**src/rtl/ula_pkg.sv**
```systemverilog
// Shared constants and types for the ula sequencer slice:
// opcodes, FSM states and the latched instruction bundle.
package ula_pkg;

  localparam int NUM_REGS = 8;
  localparam int ADDR_W   = $clog2(NUM_REGS);
  localparam int REG_W    = 8;
  localparam int OPND_W   = 6;

  localparam logic [2:0] OP_LOAD = 3'd0;
  localparam logic [2:0] OP_ADD  = 3'd1;
  localparam logic [2:0] OP_ADDI = 3'd2;
  localparam logic [2:0] OP_SUB  = 3'd3;
  localparam logic [2:0] OP_SUBI = 3'd4;
  localparam logic [2:0] OP_MUL  = 3'd5;
  localparam logic [2:0] OP_CLR  = 3'd6;
  localparam logic [2:0] OP_RSV  = 3'd7;

  typedef enum logic [1:0] {
    IDLE,
    READ,
    EXEC,
    WB
  } state_t;

  typedef struct packed {
    logic [2:0]        op;
    logic [ADDR_W-1:0] rd;
    logic [ADDR_W-1:0] rs1;
    logic [ADDR_W-1:0] rs2;
    logic [OPND_W-1:0] imm;
  } instr_t;

  function automatic logic uses_imm(input logic [2:0] op);
    return (op == OP_ADDI) || (op == OP_SUBI) || (op == OP_LOAD);
  endfunction

endpackage

```
**src/rtl/ula.sv**
```systemverilog
// 6-bit ALU: add, subtract and multiply into an 8-bit result,
// plus raw compare / product-overflow indications.
module ula
  import ula_pkg::*;
(
  input  logic [2:0]        op,
  input  logic [OPND_W-1:0] a,
  input  logic [OPND_W-1:0] b,
  output logic [REG_W-1:0]  y,
  output logic              lt,
  output logic              big
);

  logic [2*OPND_W-1:0] prod;

  assign prod = a * b;
  assign lt   = a < b;
  assign big  = |prod[2*OPND_W-1:REG_W];

  always_comb begin
    y = '0;
    unique case (1'b1)
      (op == OP_ADD) || (op == OP_ADDI):
        y = REG_W'(a) + REG_W'(b);
      (op == OP_SUB) || (op == OP_SUBI):
        y = REG_W'(a) - REG_W'(b);
      (op == OP_MUL):
        y = prod[REG_W-1:0];
      default:
        y = '0;
    endcase
  end

endmodule

```
**src/rtl/ula_regfile.sv**
```systemverilog
// NUM_REGS x REG_W register file: two operand read ports,
// one debug read port, one write port and a bulk clear.
module ula_regfile
  import ula_pkg::*;
(
  input  logic              clk,
  input  logic              rst_n,
  input  logic              clr,
  input  logic              we,
  input  logic [ADDR_W-1:0] waddr,
  input  logic [REG_W-1:0]  wdata,
  input  logic [ADDR_W-1:0] ra1,
  input  logic [ADDR_W-1:0] ra2,
  output logic [OPND_W-1:0] rd1,
  output logic [OPND_W-1:0] rd2,
  input  logic [ADDR_W-1:0] dbg_addr,
  output logic [REG_W-1:0]  dbg_data
);

  logic [REG_W-1:0] mem [NUM_REGS];

  // operand ports only carry what the ALU consumes
  assign rd1      = mem[ra1][OPND_W-1:0];
  assign rd2      = mem[ra2][OPND_W-1:0];
  assign dbg_data = mem[dbg_addr];

  always_ff @(posedge clk or negedge rst_n) begin
    if (!rst_n) begin
      for (int i = 0; i < NUM_REGS; i++) mem[i] <= '0;
    end else if (clr) begin
      for (int i = 0; i < NUM_REGS; i++) mem[i] <= '0;
    end else if (we) begin
      mem[waddr] <= wdata;
    end
  end

endmodule

```
**src/rtl/ula_ctrl.sv**
```systemverilog
// Instruction sequencer for ula: accept, read operands,
// execute, write back and report result with status flags.
module ula_ctrl
  import ula_pkg::*;
(
  input  logic              clk,
  input  logic              rst_n,
  input  logic              instr_valid,
  output logic              instr_ready,
  input  logic [2:0]        instr_op,
  input  logic [ADDR_W-1:0] instr_rd,
  input  logic [ADDR_W-1:0] instr_rs1,
  input  logic [ADDR_W-1:0] instr_rs2,
  input  logic [OPND_W-1:0] instr_imm,
  input  logic [ADDR_W-1:0] dbg_addr,
  output logic [REG_W-1:0]  dbg_data,
  output logic [REG_W-1:0]  result,
  output logic              result_valid,
  output logic              flag_neg,
  output logic              flag_ovf,
  output logic              err
);

  state_t            state;
  instr_t            ins;
  logic [OPND_W-1:0] a, b;
  logic [OPND_W-1:0] rd1, rd2;
  logic [REG_W-1:0]  alu_y, res_q;
  logic              alu_lt, alu_big;
  logic              neg_q, ovf_q;
  logic              wb_we, wb_clr;

  assign wb_clr = (state == WB) && (ins.op == OP_CLR);
  assign wb_we  = (state == WB) && (ins.op != OP_CLR);

  ula u_ula (
    .op  (ins.op),
    .a   (a),
    .b   (b),
    .y   (alu_y),
    .lt  (alu_lt),
    .big (alu_big)
  );

  ula_regfile u_rf (
    .clk      (clk),
    .rst_n    (rst_n),
    .clr      (wb_clr),
    .we       (wb_we),
    .waddr    (ins.rd),
    .wdata    (res_q),
    .ra1      (ins.rs1),
    .ra2      (ins.rs2),
    .rd1      (rd1),
    .rd2      (rd2),
    .dbg_addr (dbg_addr),
    .dbg_data (dbg_data)
  );

  always_ff @(posedge clk or negedge rst_n) begin
    if (!rst_n) begin
      state        <= IDLE;
      ins          <= '0;
      a            <= '0;
      b            <= '0;
      res_q        <= '0;
      neg_q        <= 1'b0;
      ovf_q        <= 1'b0;
      result       <= '0;
      result_valid <= 1'b0;
      flag_neg     <= 1'b0;
      flag_ovf     <= 1'b0;
      err          <= 1'b0;
      instr_ready  <= 1'b1;
    end else begin
      result_valid <= 1'b0;
      err          <= 1'b0;
      unique case (state)
        IDLE: begin
          if (instr_valid) begin
            ins.op      <= instr_op;
            ins.rd      <= instr_rd;
            ins.rs1     <= instr_rs1;
            ins.rs2     <= instr_rs2;
            ins.imm     <= instr_imm;
            err         <= (instr_op == OP_RSV);
            instr_ready <= 1'b0;
            state       <= READ;
          end
        end
        READ: begin
          if (ins.op == OP_RSV) begin
            instr_ready <= 1'b1;
            state       <= IDLE;
          end else begin
            a     <= rd1;
            b     <= uses_imm(ins.op) ? ins.imm : rd2;
            state <= EXEC;
          end
        end
        EXEC: begin
          // LOAD bypasses the ALU and keeps the current flags
          unique case (1'b1)
            (ins.op == OP_LOAD): begin
              res_q <= REG_W'(ins.imm);
              neg_q <= flag_neg;
              ovf_q <= flag_ovf;
            end
            (ins.op == OP_SUB) || (ins.op == OP_SUBI): begin
              res_q <= alu_y;
              neg_q <= alu_lt;
              ovf_q <= 1'b0;
            end
            (ins.op == OP_MUL): begin
              res_q <= alu_y;
              neg_q <= 1'b0;
              ovf_q <= alu_big;
            end
            default: begin
              res_q <= alu_y;
              neg_q <= 1'b0;
              ovf_q <= 1'b0;
            end
          endcase
          state <= WB;
        end
        WB: begin
          result       <= res_q;
          result_valid <= 1'b1;
          flag_neg     <= neg_q;
          flag_ovf     <= ovf_q;
          instr_ready  <= 1'b1;
          state        <= IDLE;
        end
        default: state <= IDLE;
      endcase
    end
  end

endmodule
```
**config.mk**
```make
export PLATFORM = sky130hd
export DESIGN_NAME = ula_ctrl
export DESIGN_NICKNAME = d
export VERILOG_FILES = /design/src/rtl/ula_pkg.sv /design/src/rtl/ula.sv /design/src/rtl/ula_regfile.sv /design/src/rtl/ula_ctrl.sv
export SDC_FILE = /design/constraint.sdc
export NUM_CORES = 1
export LEC_CHECK = 0
export ABC_AREA = 0
export BUFFER_PORTS_ARGS = -buffer_cell sky130_fd_sc_hd__buf_2
export CAP_MARGIN = 10
export CELL_PAD_IN_SITES_DETAIL_PLACEMENT = 1
export CELL_PAD_IN_SITES_GLOBAL_PLACEMENT = 2
export CORE_MARGIN = 3
export CORE_UTILIZATION = 33
export CTS_BUF_LIST = sky130_fd_sc_hd__clkbuf_8
export CTS_CLUSTER_DIAMETER = 200
export DETAILED_ROUTE_END_ITERATION = 12
export PLACE_DENSITY = 0.7
export SLEW_MARGIN = 10
export SYNTH_ARGS = -nofsm -noshare
export SYNTH_HDL_FRONTEND = slang
export SYNTH_SLANG_ARGS = --single-unit
```
**constraint.sdc**
```tcl
create_clock -name clk -period 7.15 [get_ports clk]
set_input_delay 0.715 -clock clk [delete_from_list [all_inputs] [get_ports clk]]
set_output_delay 0.715 -clock clk [all_outputs]
set_load 0.05 [all_outputs]
```
==> results of run 1 <==
[state kept, by name (all words and copies together), names as in the netlist, 6 cells and up, named ones only]
register / cells
a: 6
b: 6
ins: 18
res_q: 8
result: 8
u_rf.mem: 64
[kinds of logic after synthesis]
group,count (synthesis),synth area share
AOI/OAI and AO/OA,162,0.138
xor gates and xnor gates,10,0.0117
and+or+nand+nor,206,0.122
adders and majority gates,52,0.106
DFF,119,0.399
buffers and inverters,72,0.0441
muxes,79,0.179
[per-stage QoR]
step / setup WS [ns] / utilization / cell area [µm²] / power [mW]
3_3_place_gp: 3.32 / 0.357 / 7860 / 2.88
2_1_floorplan: 3.50 / - / 7460 / 2.42
3_5_place_dp: 3.16 / 0.357 / 7860 / 2.93
6_report: 3.16 / 0.374 / 8250 / 3.54
5_1_grt: 2.93 / 0.374 / 8250 / 3.79
4_1_cts: 3.18 / 0.374 / 8250 / 3.56
[final timing paths]
path | startpoint | to | slack [ns] | cells after the start
worst max-delay path | a[2]$_DFFE_PN0P_ | ovf_q$_DFFE_PN0P_ | 3.16 | 13
worst min-delay path | rst_n | ins[6]$_DFFE_PN0P_ | 0.36 | 1
worst max register to register | a[2]$_DFFE_PN0P_ | ovf_q$_DFFE_PN0P_ | 3.16 | 13
worst min register to register | neg_q$_DFFE_PN0P_ | flag_neg$_DFFE_PN0P_ | 0.48 | 2
max in group asynchronous | rst_n | ins[2]$_DFFE_PN0P_ | 5.51 | 2
min in group clk | instr_rd[1] | ins[13]$_DFFE_PN0P_ | 0.46 | 3
[power by group through the flow]
stage / Clock, mW / Combinational (mW) / Sequential, mW
global route: 0.663 / 1.73 / 1.39
detailed placement: 0 / 1.58 / 1.35
global placement: 0 / 1.55 / 1.33
finish: 0.615 / 1.58 / 1.34
floorplan: 0 / 1.23 / 1.19
CTS: 0.632 / 1.59 / 1.34
[Yosys cell counts (all sizes together), types with 4 or more instances]
| master | n | area share |
|---|---|---|
| mux2 | 27 | 0.041 |
| a21oi | 32 | 0.021 |
| xnor2 | 6 | 0.0070 |
| nor2 | 38 | 0.019 |
| nor3 | 5 | 0.0040 |
| inv | 35 | 0.018 |
| nand3 | 5 | 0.0034 |
| ha | 32 | 0.054 |
| a31oi | 4 | 0.0034 |
| xor2 | 4 | 0.0047 |
| fa | 19 | 0.051 |
| or3 | 4 | 0.0034 |
| buf | 25 | 0.020 |
| nand2b | 6 | 0.0050 |
| and2 | 13 | 0.011 |
| nand2 | 114 | 0.057 |
| mux4 | 40 | 0.12 |
| mux2i | 12 | 0.016 |
| dfrtp | 118 | 0.40 |
| o21ai | 71 | 0.048 |
| a22o | 33 | 0.039 |
| and3 | 9 | 0.0075 |
| clkbuf | 11 | 0.0055 |
[cell type report]
cell class,instances,area (µm²)
fill,2481,13800
multi-input combinational,509,4160
sequential,119,2980
tap,280,350
timing repair buffer,46,238
clock buffer,17,234
clock inverter,15,150
inverter,36,135
[layer usage]
metal  up-vias  global-route usage  routed length [µm]
met5         -                   0                   0
met4         0              0.0629                 530
met3        33              0.0368                1160
met2       160               0.305               10800
met1      2935               0.288               11000
li1       2572                   -                   -
[worst max-delay path, delay by kind of cell, from the launching register on]
| family | cells | cell delay, ns |
|---|---|---|
| flip-flops | 1 | 0.51 |
| multiplexers | 1 | 0.38 |
| adder cells (fa/ha/maj) | 4 | 2.02 |
| AO/OA/AOI/OAI | 3 | 0.55 |
| buffers and inverters | 3 | 0.14 |
| AND/OR/NAND/NOR | 2 | 0.26 |
==> impl_metrics.json, run 1 <==
{
  "worst_setup_path_end_kind": "flip-flop",
  "io-pin-count": 45,
  "setup-violations-final": 0,
  "dpl.hpwl_um": 17000,
  "global_route.overflow_total": 0,
  "worstHoldPathType": "input pin to asynchronous set/reset pin",
  "rsz_0062_raised_after_global_routing": "false",
  "grt_first_pass_wirelength_um": 36700,
  "initial_utilization": 0.339,
  "layout-drive-gt1-share": 0.205,
  "net_sw_power_mw": 1.70,
  "slew-limit-headroom": 0.209,
  "layoutNonFillerInstCount": 1022,
  "die_h_um": 156,
  "p_clk_frac": 0.174,
  "synth_area_per_cell_um2": 10.7,
  "synthesis.nets": 775,
  "synth_edf_count": 0,
  "period_minus_slack_ns": 3.99,
  "via_count": 5700,
  "htree_num_levels": 4,
  "antenna_found_initial": 0,
  "wl_per_cell_um": 22.9,
  "crit_arrival_ns": 4.33,
  "ant_nets": 0,
  "area_added_between_synthesis_and_finish_pct": 10.5,
  "initialDrtViolationCount": 452,
  "post_synth_top_flop": "dfrtp_1",
  "drt-total-wl_um": 23400,
  "worst_ir_drop_vdd_mv": 0.221,
  "clock_tree_from_tritoncts": "built",
  "synth-warning-count": 0,
  "clkSlewWorstSetupHoldPaths_ns": 0.09,
  "core_region_area_mm2": 0.0220,
  "highest_cell_delay_on_the_worst_timing_path_ns": 0.54,
  "ys_seq_elements": 119,
  "grt_util_all_layers": 0.199,
  "number_of_vias_per_cell_after_detailed_routing": 5.58,
  "timing_max_transition_violations_final": 0,
  "max_slew.worst_pin.slew_ns": 1.18,
  "design.final.nets": 804,
  "post_cts_resize_count": 0,
  "placement.io_buffers": 44,
  "leakage_nw": 3.79,
  "asyncSetResetFlopFracSynth": 1.00,
  "insertedDiodeCount": 0,
  "post_synth_instance_area_mm2": 0.00746,
  "pin_count_of_the_biggest_net_entering_global_routing": 65,
  "max_cap_violations": 0,
  "p_int_mw": 1.84,
  "most-common-layout-cells": "118 x dfrtp_1, 114 x nand2_1, 51 x o21ai_0, 43 x buf_2",
  "clock-skew-final_ns": 0.0134,
  "maximum_clock_insertion_buffer_count": 2,
  "timing.setup.tns_ns": 0,
  "status": "finished, final reports clean",
  "holdBufCountCts": 0,
  "swShare": 0.479,
  "die_area_mm2": 0.0245,
  "numCtsBuffers": 17,
  "drt_pass1_iterations": 5,
  "first_global_vias": 5975,
  "post-cts-setup-buffer-count": 0,
  "finalWeightedCongestion": 0.837,
  "finalHoldViolCount": 0,
  "clock-sinks": 119,
  "clk_latency_ns": 0.46,
  "post-route-period-util": 0.558,
  "share_seq_of_total_power": 0.380,
  "synth.yosys.seq_area_share": 0.399,
  "data_required_critical_path_ns": 7.49,
  "dp_cells": 990,
  "post_synth_inst_count": 700,
  "comb_power_share": 0.446,
  "path_max_fanout": 8,
  "crit_path_cell_trace": "nand2_1 -> fa_1 -> inv_1 -> fa_1 -> inv_1 -> fa_1 -> inv_1 -> ha_1 -> mux2_2 -> o32ai_1 -> nand4_1 -> a31oi_1 -> a31oi_1",
  "power_per_cell_area_mw_per_mm2": 429,
  "drc": 0,
  "worst_hold_slack_ns": 0.362,
  "timing_worst_setup_path_type": "flip-flop to flip-flop",
  "synth.lib_cells_used.distinct": 58,
  "layout.cells.most_common": "dfrtp_1",
  "die_width_um": 156,
  "cp_slowest_cell": "fa_1",
  "category_of_the_worst_setup_path_launch_point": "flip-flop",
  "core.rowCount": 54,
  "clock.fmax_mhz": 251,
  "cts_root_buffer": "clkbuf_8"
}
Note: power is estimated with default switching activity, not from simulation.
==> inputs of run 2 (changes only) <==
Settings changed: ABC_AREA 0 to 1, PLACE_DENSITY 0.7 to 0.76.
Clock period 7.15 ns to 4.2 ns, I/O delays scaled along.
==> impl_metrics.json, run 2 <==
{
  "status": "finished, final reports clean",
  "m1WireLength_um": 13500,
  "final.setup.worst_slack_ns": 0.462,
  "power_per_cell_area_mw_per_mm2": 830,
  "grt_first_pass_wirelength_um": 42000,
  "path_max_fanout": 10,
  "clock.fmax_mhz": 268,
  "top_signal_layer_used": "met4",
  "grt_util_all_layers": 0.212,
  "drc": 0,
  "post_synth_top_flop": "dfrtp_1",
  "rsz_0062_raised_after_global_routing": "false",
  "synth_area_per_cell_um2": 7.87,
  "ys_seq_elements": 119,
  "die_area_mm2": 0.0255,
  "die_width_um": 160,
  "leakage_nw": 4.18,
  "area_added_between_synthesis_and_finish_pct": 10.1,
  "category_of_the_worst_setup_path_launch_point": "flip-flop",
  "dp_cells": 1315,
  "worst_setup_path_end_kind": "flip-flop",
  "initial_utilization": 0.340,
  "number_of_vias_per_cell_after_detailed_routing": 5.26,
  "drt-total-wl_um": 26400,
  "layout-drive-gt1-share": 0.118,
  "io-pin-count": 45,
  "crit_arrival_ns": 4.05,
  "slew-limit-headroom": 0.295,
  "post-synth-top-area-cell": "dfrtp_1",
  "global_route.overflow_total": 0,
  "insertedDiodeCount": 0,
  "setup-violations-final": 0,
  "die_h_um": 160,
  "post_synth_instance_area_mm2": 0.00780,
  "met3RoutedLength_um": 639,
  "ant_nets": 0,
  "worst_hold_slack_ns": 0.0105,
  "fraction_of_post_synthesis_cell_area_in_the_top_cell_type_by_area": 0.379,
  "worstHoldPathType": "input pin to asynchronous set/reset pin",
  "timing.critical_path.buf_inv": 2,
  "max_cap_violations": 0,
  "largest_registers": "u_rf.mem: 64 flops, ins: 18 flops",
  "placement.io_buffers": 44,
  "final.fill_count": 2774,
  "clock-skew-final_ns": 0.0253,
  "synthesis.nets": 1066,
  "post-route-period-util": 0.890,
  "design.final.nets": 1096,
  "numCtsBuffers": 17,
  "worst_ir_drop_vdd_mv": 0.351,
  "crit_path_cell_trace": "nand2_1 -> fa_1 -> fa_1 -> fa_1 -> inv_1 -> ha_1 -> nand2_1 -> nand2_1 -> inv_1 -> nand2_1 -> o21ai_0 -> nand3_1 -> nand2_1 -> o21ai_0",
  "dpl.hpwl_um": 18900,
  "synth_edf_count": 0,
  "timing_max_transition_violations_final": 0,
  "highest_cell_delay_on_the_worst_timing_path_ns": 0.60,
  "dr_wl_met2_um": 11900,
  "post_synth_inst_count": 991,
  "regMostFlops": "u_rf.mem",
  "timing.setup.tns_ns": 0,
  "finalWeightedCongestion": 0.853,
  "clk_latency_ns": 0.46,
  "wl_per_cell_um": 19.6,
  "data_required_critical_path_ns": 4.52,
  "clock-sinks": 119,
  "asyncSetResetFlopFracSynth": 1.00,
  "pre_cts_ws_ns": 0.480,
  "synth.area.top_cells": "dfrtp_1 38%, nand2_1 11%, inv_1 7.2%",
  "cp_slowest_cell": "dfrtp_1",
  "synth-warning-count": 0,
  "holdBufCountCts": 0,
  "htree_num_levels": 4,
  "post_cts_resize_count": 0,
  "power.total_mw": 7.13,
  "finalHoldViolCount": 0,
  "crit_top_cell": "nand2_1",
  "synth.cells.most_frequent": "221 x nand2_1, 149 x inv_1, 118 x dfrtp_1",
  "pin_count_of_the_biggest_net_entering_global_routing": 62,
  "timing_worst_setup_path_type": "flip-flop to flip-flop",
  "core_region_area_mm2": 0.0229,
  "synth.yosys.seq_area_share": 0.382,
  "most-common-layout-cells": "221 x nand2_1, 153 x inv_1, 118 x dfrtp_1, 94 x o21ai_0, 83 x a21oi_1",
  "layoutNonFillerInstCount": 1347,
  "core.rowCount": 55,
  "max_slew.worst_pin.slew_ns": 1.06,
  "clock_tree_from_tritoncts": "built",
  "via_count": 7083,
  "layout.cells.most_common": "nand2_1",
  "cts_root_buffer": "clkbuf_8",
  "post-cts-setup-buffer-count": 0,
  "maximum_clock_insertion_buffer_count": 2,
  "largest_register_ff_count": 64,
  "cpLargestDelayFamily": "adder cells",
  "synth_most_common_cell": "nand2_1",
  "antenna_found_initial": 0,
  "clkSlewWorstSetupHoldPaths_ns": 0.10,
  "drt_pass1_iterations": 5,
  "initialDrtViolationCount": 590,
  "period_minus_slack_ns": 3.74,
  "synth.lib_cells_used.distinct": 42,
  "first_global_vias": 7207
}
[run 2: cell count changes in the layout (fill, tap and decap cells not counted), moves of 13 or more]
cell | before | now
a22o_1 | 33 | 0
o21ai_0 | 51 | 94
inv_1 | 33 | 153
and2_1 | 13 | 0
nand2_1 | 114 | 221
mux2_2 | 27 | 0
a21oi_1 | 32 | 83
o211ai_1 | 3 | 19
mux4_2 | 38 | 0
nand3_1 | 5 | 44
o22ai_1 | 0 | 57
nor2_1 | 38 | 19
[run 2: worst paths after layout]
check / from / endpoint / slack [ns] / depth (start not counted)
setup / recovery: a[1]$_DFFE_PN0P_ / res_q[6]$_DFFE_PN0P_ / 0.46 / 14
hold / removal: rst_n / u_rf.mem[52]$_DFFE_PN0P_ / 0.01 / 1
setup reg to reg: a[1]$_DFFE_PN0P_ / res_q[6]$_DFFE_PN0P_ / 0.46 / 14
hold reg to reg: instr_ready$_DFFE_PN1P_ / instr_ready$_DFFE_PN1P_ / 0.48 / 2
max in group asynchronous: rst_n / a[3]$_DFFE_PN0P_ / 3.13 / 2
min in group clk: instr_imm[1] / ins[1]$_DFFE_PN0P_ / 0.17 / 3
[run 2: layout make-up]
cell class	count	area, µm²	share of cell area
Multi-Input combinational cell	674	4000	0.466
Tap cell	313	392	0.0456
Inverter	159	597	0.0695
Clock inverter	15	118	0.0137
Timing Repair Buffer	50	268	0.0312
Sequential cell	119	2980	0.347
Clock buffer	17	234	0.0272
[run 2: logic make-up after synthesis]
family / synth area share
and+or+nand+nor: 0.188
AOI/OAI and AO/OA: 0.224
buffers and inverters: 0.105
DFF: 0.382
adders and majority gates: 0.100
xor gates and xnor gates: 0.00112
[run 2: metrics by stage]
stage / cell area [µm²] / util
floorplan: 7800 / -
global placement: 8240 / 0.359
detailed placement: 8240 / 0.359
CTS: 8590 / 0.375
global route: 8590 / 0.375
finish: 8590 / 0.375
[run 2: layer usage]
layer,global-route usage,vias to the layer above
li1,-,3374
met1,0.318,3568
met2,0.321,116
met3,0.0265,25
met4,0.0557,0
met5,0,-
[run 2: power by group]
group | internal (mW) | switching [mW] | leakage [nW]
Sequential | 1.62 | 0.513 | 1.54
Combinational | 1.27 | 2.74 | 2.46
Clock | 0.459 | 0.530 | 0.187
==> inputs of run 3 (changes only) <==
Settings changed: PLACE_DENSITY 0.76 to 0.8, SYNTH_HIERARCHICAL set to 1.
==> impl_metrics.json, run 3 <==
{
  "status": "finished, final reports clean",
  "synth_most_common_cell": "nand2_1",
  "dpl.hpwl_um": 21900,
  "design.final.nets": 1373,
  "asyncSetResetFlopFracSynth": 1.00,
  "max_slew.worst_pin.slew_ns": 0.975,
  "timing_max_transition_violations_final": 0,
  "category_of_the_worst_setup_path_launch_point": "flip-flop",
  "post_cts_resize_count": 0,
  "synthesis.nets": 1346,
  "synth-compound-area-share": 0.0574,
  "placement.io_buffers": 44,
  "synth_area_per_cell_um2": 6.67,
  "utilization": 0.370,
  "post_synth_top_flop": "dfrtp_1",
  "post-cts-setup-buffer-count": 0,
  "largest_register_ff_count": 64,
  "wl_per_cell_um": 18.0,
  "p_clk_frac": 0.162,
  "drt_pass1_iterations": 5,
  "rsz_0062_raised_after_global_routing": "false",
  "leakage_nw": 5.41,
  "maximum_clock_insertion_buffer_count": 2,
  "area_added_between_synthesis_and_finish_pct": 10.2,
  "worst_ir_drop_vdd_mv": 0.438,
  "comb_power_share": 0.551,
  "post_synth_and_or_nand_nor_area_fraction": 0.384,
  "timing.setup.tns_ns": 0,
  "io-pin-count": 45,
  "initial_utilization": 0.336,
  "die_area_mm2": 0.0277,
  "htree_num_levels": 4,
  "grt_first_pass_wirelength_um": 47800,
  "core_region_area_mm2": 0.0253,
  "final.setup.worst_slack_ns": 0.368,
  "numCtsBuffers": 17,
  "finalHoldViolCount": 0,
  "dp_cells": 1609,
  "post-synth-top-area-cell": "dfrtp_1",
  "reg2reg_from": "b[3]$_DFFE_PN0P_",
  "p_int_mw": 3.21,
  "die_width_um": 166,
  "pre_cts_ws_ns": 0.359,
  "core.rowCount": 58,
  "highest_cell_delay_on_the_worst_timing_path_ns": 0.57,
  "die_h_um": 166,
  "first_global_vias": 8478,
  "crit_top_cell": "nand2_1",
  "drt-total-wl_um": 29500,
  "timing.critical_path.buf_inv": 2,
  "post_synth_inst_count": 1271,
  "synth_edf_count": 0,
  "cpLargestDelayFamily": "adder cells",
  "global_route.overflow_total": 0,
  "drc": 0,
  "clock-sinks": 119,
  "largest_registers": "u_rf/mem: 64 flops, ins: 18 flops",
  "setup-violations-final": 0,
  "grt_util_all_layers": 0.217,
  "synth-warning-count": 6,
  "synth.cells.most_frequent": "541 x nand2_1, 191 x nand3_1, 176 x inv_1",
  "synth.yosys.seq_area_share": 0.351,
  "worst_setup_path_end_kind": "flip-flop",
  "crit_path_cell_trace": "ha_1 -> inv_1 -> fa_1 -> fa_1 -> fa_1 -> inv_1 -> ha_1 -> a21oi_1 -> nand2_1 -> nand2_1 -> nand2_1 -> nand2_1 -> nand2_1 -> nor2_1 -> nand2_1 -> nand2_1 -> nor2_1 -> nor2_1 -> a21oi_1",
  "clock-skew-final_ns": 0.0233,
  "fraction_of_post_synthesis_cell_area_in_the_top_cell_type_by_area": 0.348,
  "initialDrtViolationCount": 516,
  "clock.fmax_mhz": 261,
  "finalWeightedCongestion": 0.810,
  "pin_count_of_the_biggest_net_entering_global_routing": 64,
  "path_max_fanout": 8,
  "period_minus_slack_ns": 3.83,
  "power.total_mw": 6.86,
  "most-common-layout-cells": "541 x nand2_1, 191 x nand3_1, 176 x inv_1, 118 x dfrtp_1, 52 x o21ai_0",
  "slew-limit-headroom": 0.349,
  "number_of_vias_per_cell_after_detailed_routing": 5.00,
  "crit_arrival_ns": 4.19,
  "swShare": 0.532,
  "synth_fa_ha_area_frac": 0.0920,
  "data_required_critical_path_ns": 4.56,
  "post_synth_instance_area_mm2": 0.00848,
  "max_cap_violations": 0,
  "regMostFlops": "u_rf/mem",
  "clkSlewWorstSetupHoldPaths_ns": 0.10,
  "synthMuxAreaShare": 0,
  "worst_setup_path_startpoint": "b[3]$_DFFE_PN0P_",
  "clock_tree_from_tritoncts": "built",
  "layoutNonFillerInstCount": 1641,
  "synth.lib_cells_used.distinct": 36,
  "net_sw_power_mw": 3.65,
  "synth.area.top_cells": "dfrtp_1 35%, nand2_1 24%, nand3_1 11%",
  "worstHoldPathType": "input pin to asynchronous set/reset pin",
  "timing_worst_setup_path_type": "flip-flop to flip-flop",
  "post-route-period-util": 0.912,
  "final.fill_count": 3305,
  "antenna_found_initial": 0,
  "power_per_cell_area_mw_per_mm2": 734,
  "insertedDiodeCount": 0,
  "synth_xor_area_frac": 0,
  "layout-drive-gt1-share": 0.0984,
  "cts_root_buffer": "clkbuf_8",
  "via_count": 8202,
  "clk_latency_ns": 0.46,
  "cp_slowest_cell": "fa_1",
  "ys_seq_elements": 119,
  "ant_nets": 0,
  "layout.cells.most_common": "nand2_1",
  "synth_top_family_by_area": "simple AND/OR/NAND/NOR gates",
  "share_seq_of_total_power": 0.287,
  "holdBufCountCts": 0
}
run 3: final cells by class:
class | instances | area, µm² | area share
Inverter | 188 | 711 | 0.0760
Tap cell | 330 | 413 | 0.0442
Multi-Input combinational cell | 916 | 4530 | 0.484
Clock inverter | 13 | 136 | 0.0146
Sequential cell | 119 | 2980 | 0.319
Clock buffer | 19 | 262 | 0.0280
Timing Repair Buffer | 56 | 325 | 0.0348
run 3: path summary, 6_finish.rpt:
path | end | slack [ns] | cells past startpoint
worst max-delay path | ovf_q$_DFFE_PN0N_ | 0.37 | 19
worst min-delay path | u_rf/mem[22]$_DFFE_PN0P_ | 0.05 | 1
worst max register to register | ovf_q$_DFFE_PN0N_ | 0.37 | 19
worst min register to register | instr_ready$_DFFE_PN1P_ | 0.47 | 2
max in group asynchronous | instr_ready$_DFFE_PN1P_ | 3.25 | 2
min in group clk | ins[5]$_DFFE_PN0P_ | 0.16 | 3
run 3: kinds of logic (layout without fill, tap and decap cells):
| kind of cell | after synthesis | in the layout |
|---|---|---|
| AND/OR/NAND/NOR | 778 | 778 |
| adder cells (fa/ha/maj) | 51 | 51 |
| buffers and inverters | 236 | 276 |
| flip-flops | 119 | 119 |
| AO/OA/AOI/OAI | 87 | 87 |
run 3: power by group through the flow:
| stage | clock network, mW | logic [mW] | registers, mW |
|---|---|---|---|
| after global placement | 0 | 3.72 | 1.97 |
| final | 1.11 | 3.79 | 1.97 |
| after floorplan | 0 | 2.58 | 2.04 |
| after global routing | 1.19 | 4.30 | 2.04 |
| after detailed placement | 0 | 3.76 | 1.99 |
| after CTS | 1.14 | 3.79 | 1.97 |
run 3: routing by layer:
layer / vias to the layer above / track usage / wire length (µm) / share of wire
met1: 4055 / 0.331 / 15400 / 0.52
met4: 0 / 0.0294 / 169 / 0.0057
li1: 3983 / - / - / -
met2: 151 / 0.335 / 13000 / 0.44
met5: - / 0 / 0 / 0
met3: 13 / 0.0300 / 890 / 0.030
run 3: worst register-to-register path: stages, from the launching register on:
cell     delay, ns
dfrtp_1       0.50
ha_1          0.28
inv_1         0.07
fa_1          0.46
fa_1          0.52
fa_1          0.57
inv_1         0.05
ha_1          0.36
a21oi_1       0.16
nand2_1       0.13
nand2_1       0.11
nand2_1       0.05
nand2_1       0.06
nand2_1       0.05
nor2_1        0.09
nand2_1       0.06
nand2_1       0.06
nor2_1        0.04
nor2_1        0.07
a21oi_1       0.06
run 3: stage by stage:
stage                     area [µm²]  hold WS [ns]
final                           9350        0.0501
after global placement          8950         0.450
after global routing            9350         0.104
after detailed placement        8950         0.453
after CTS                       9350        0.0742
after floorplan                 8480         0.124
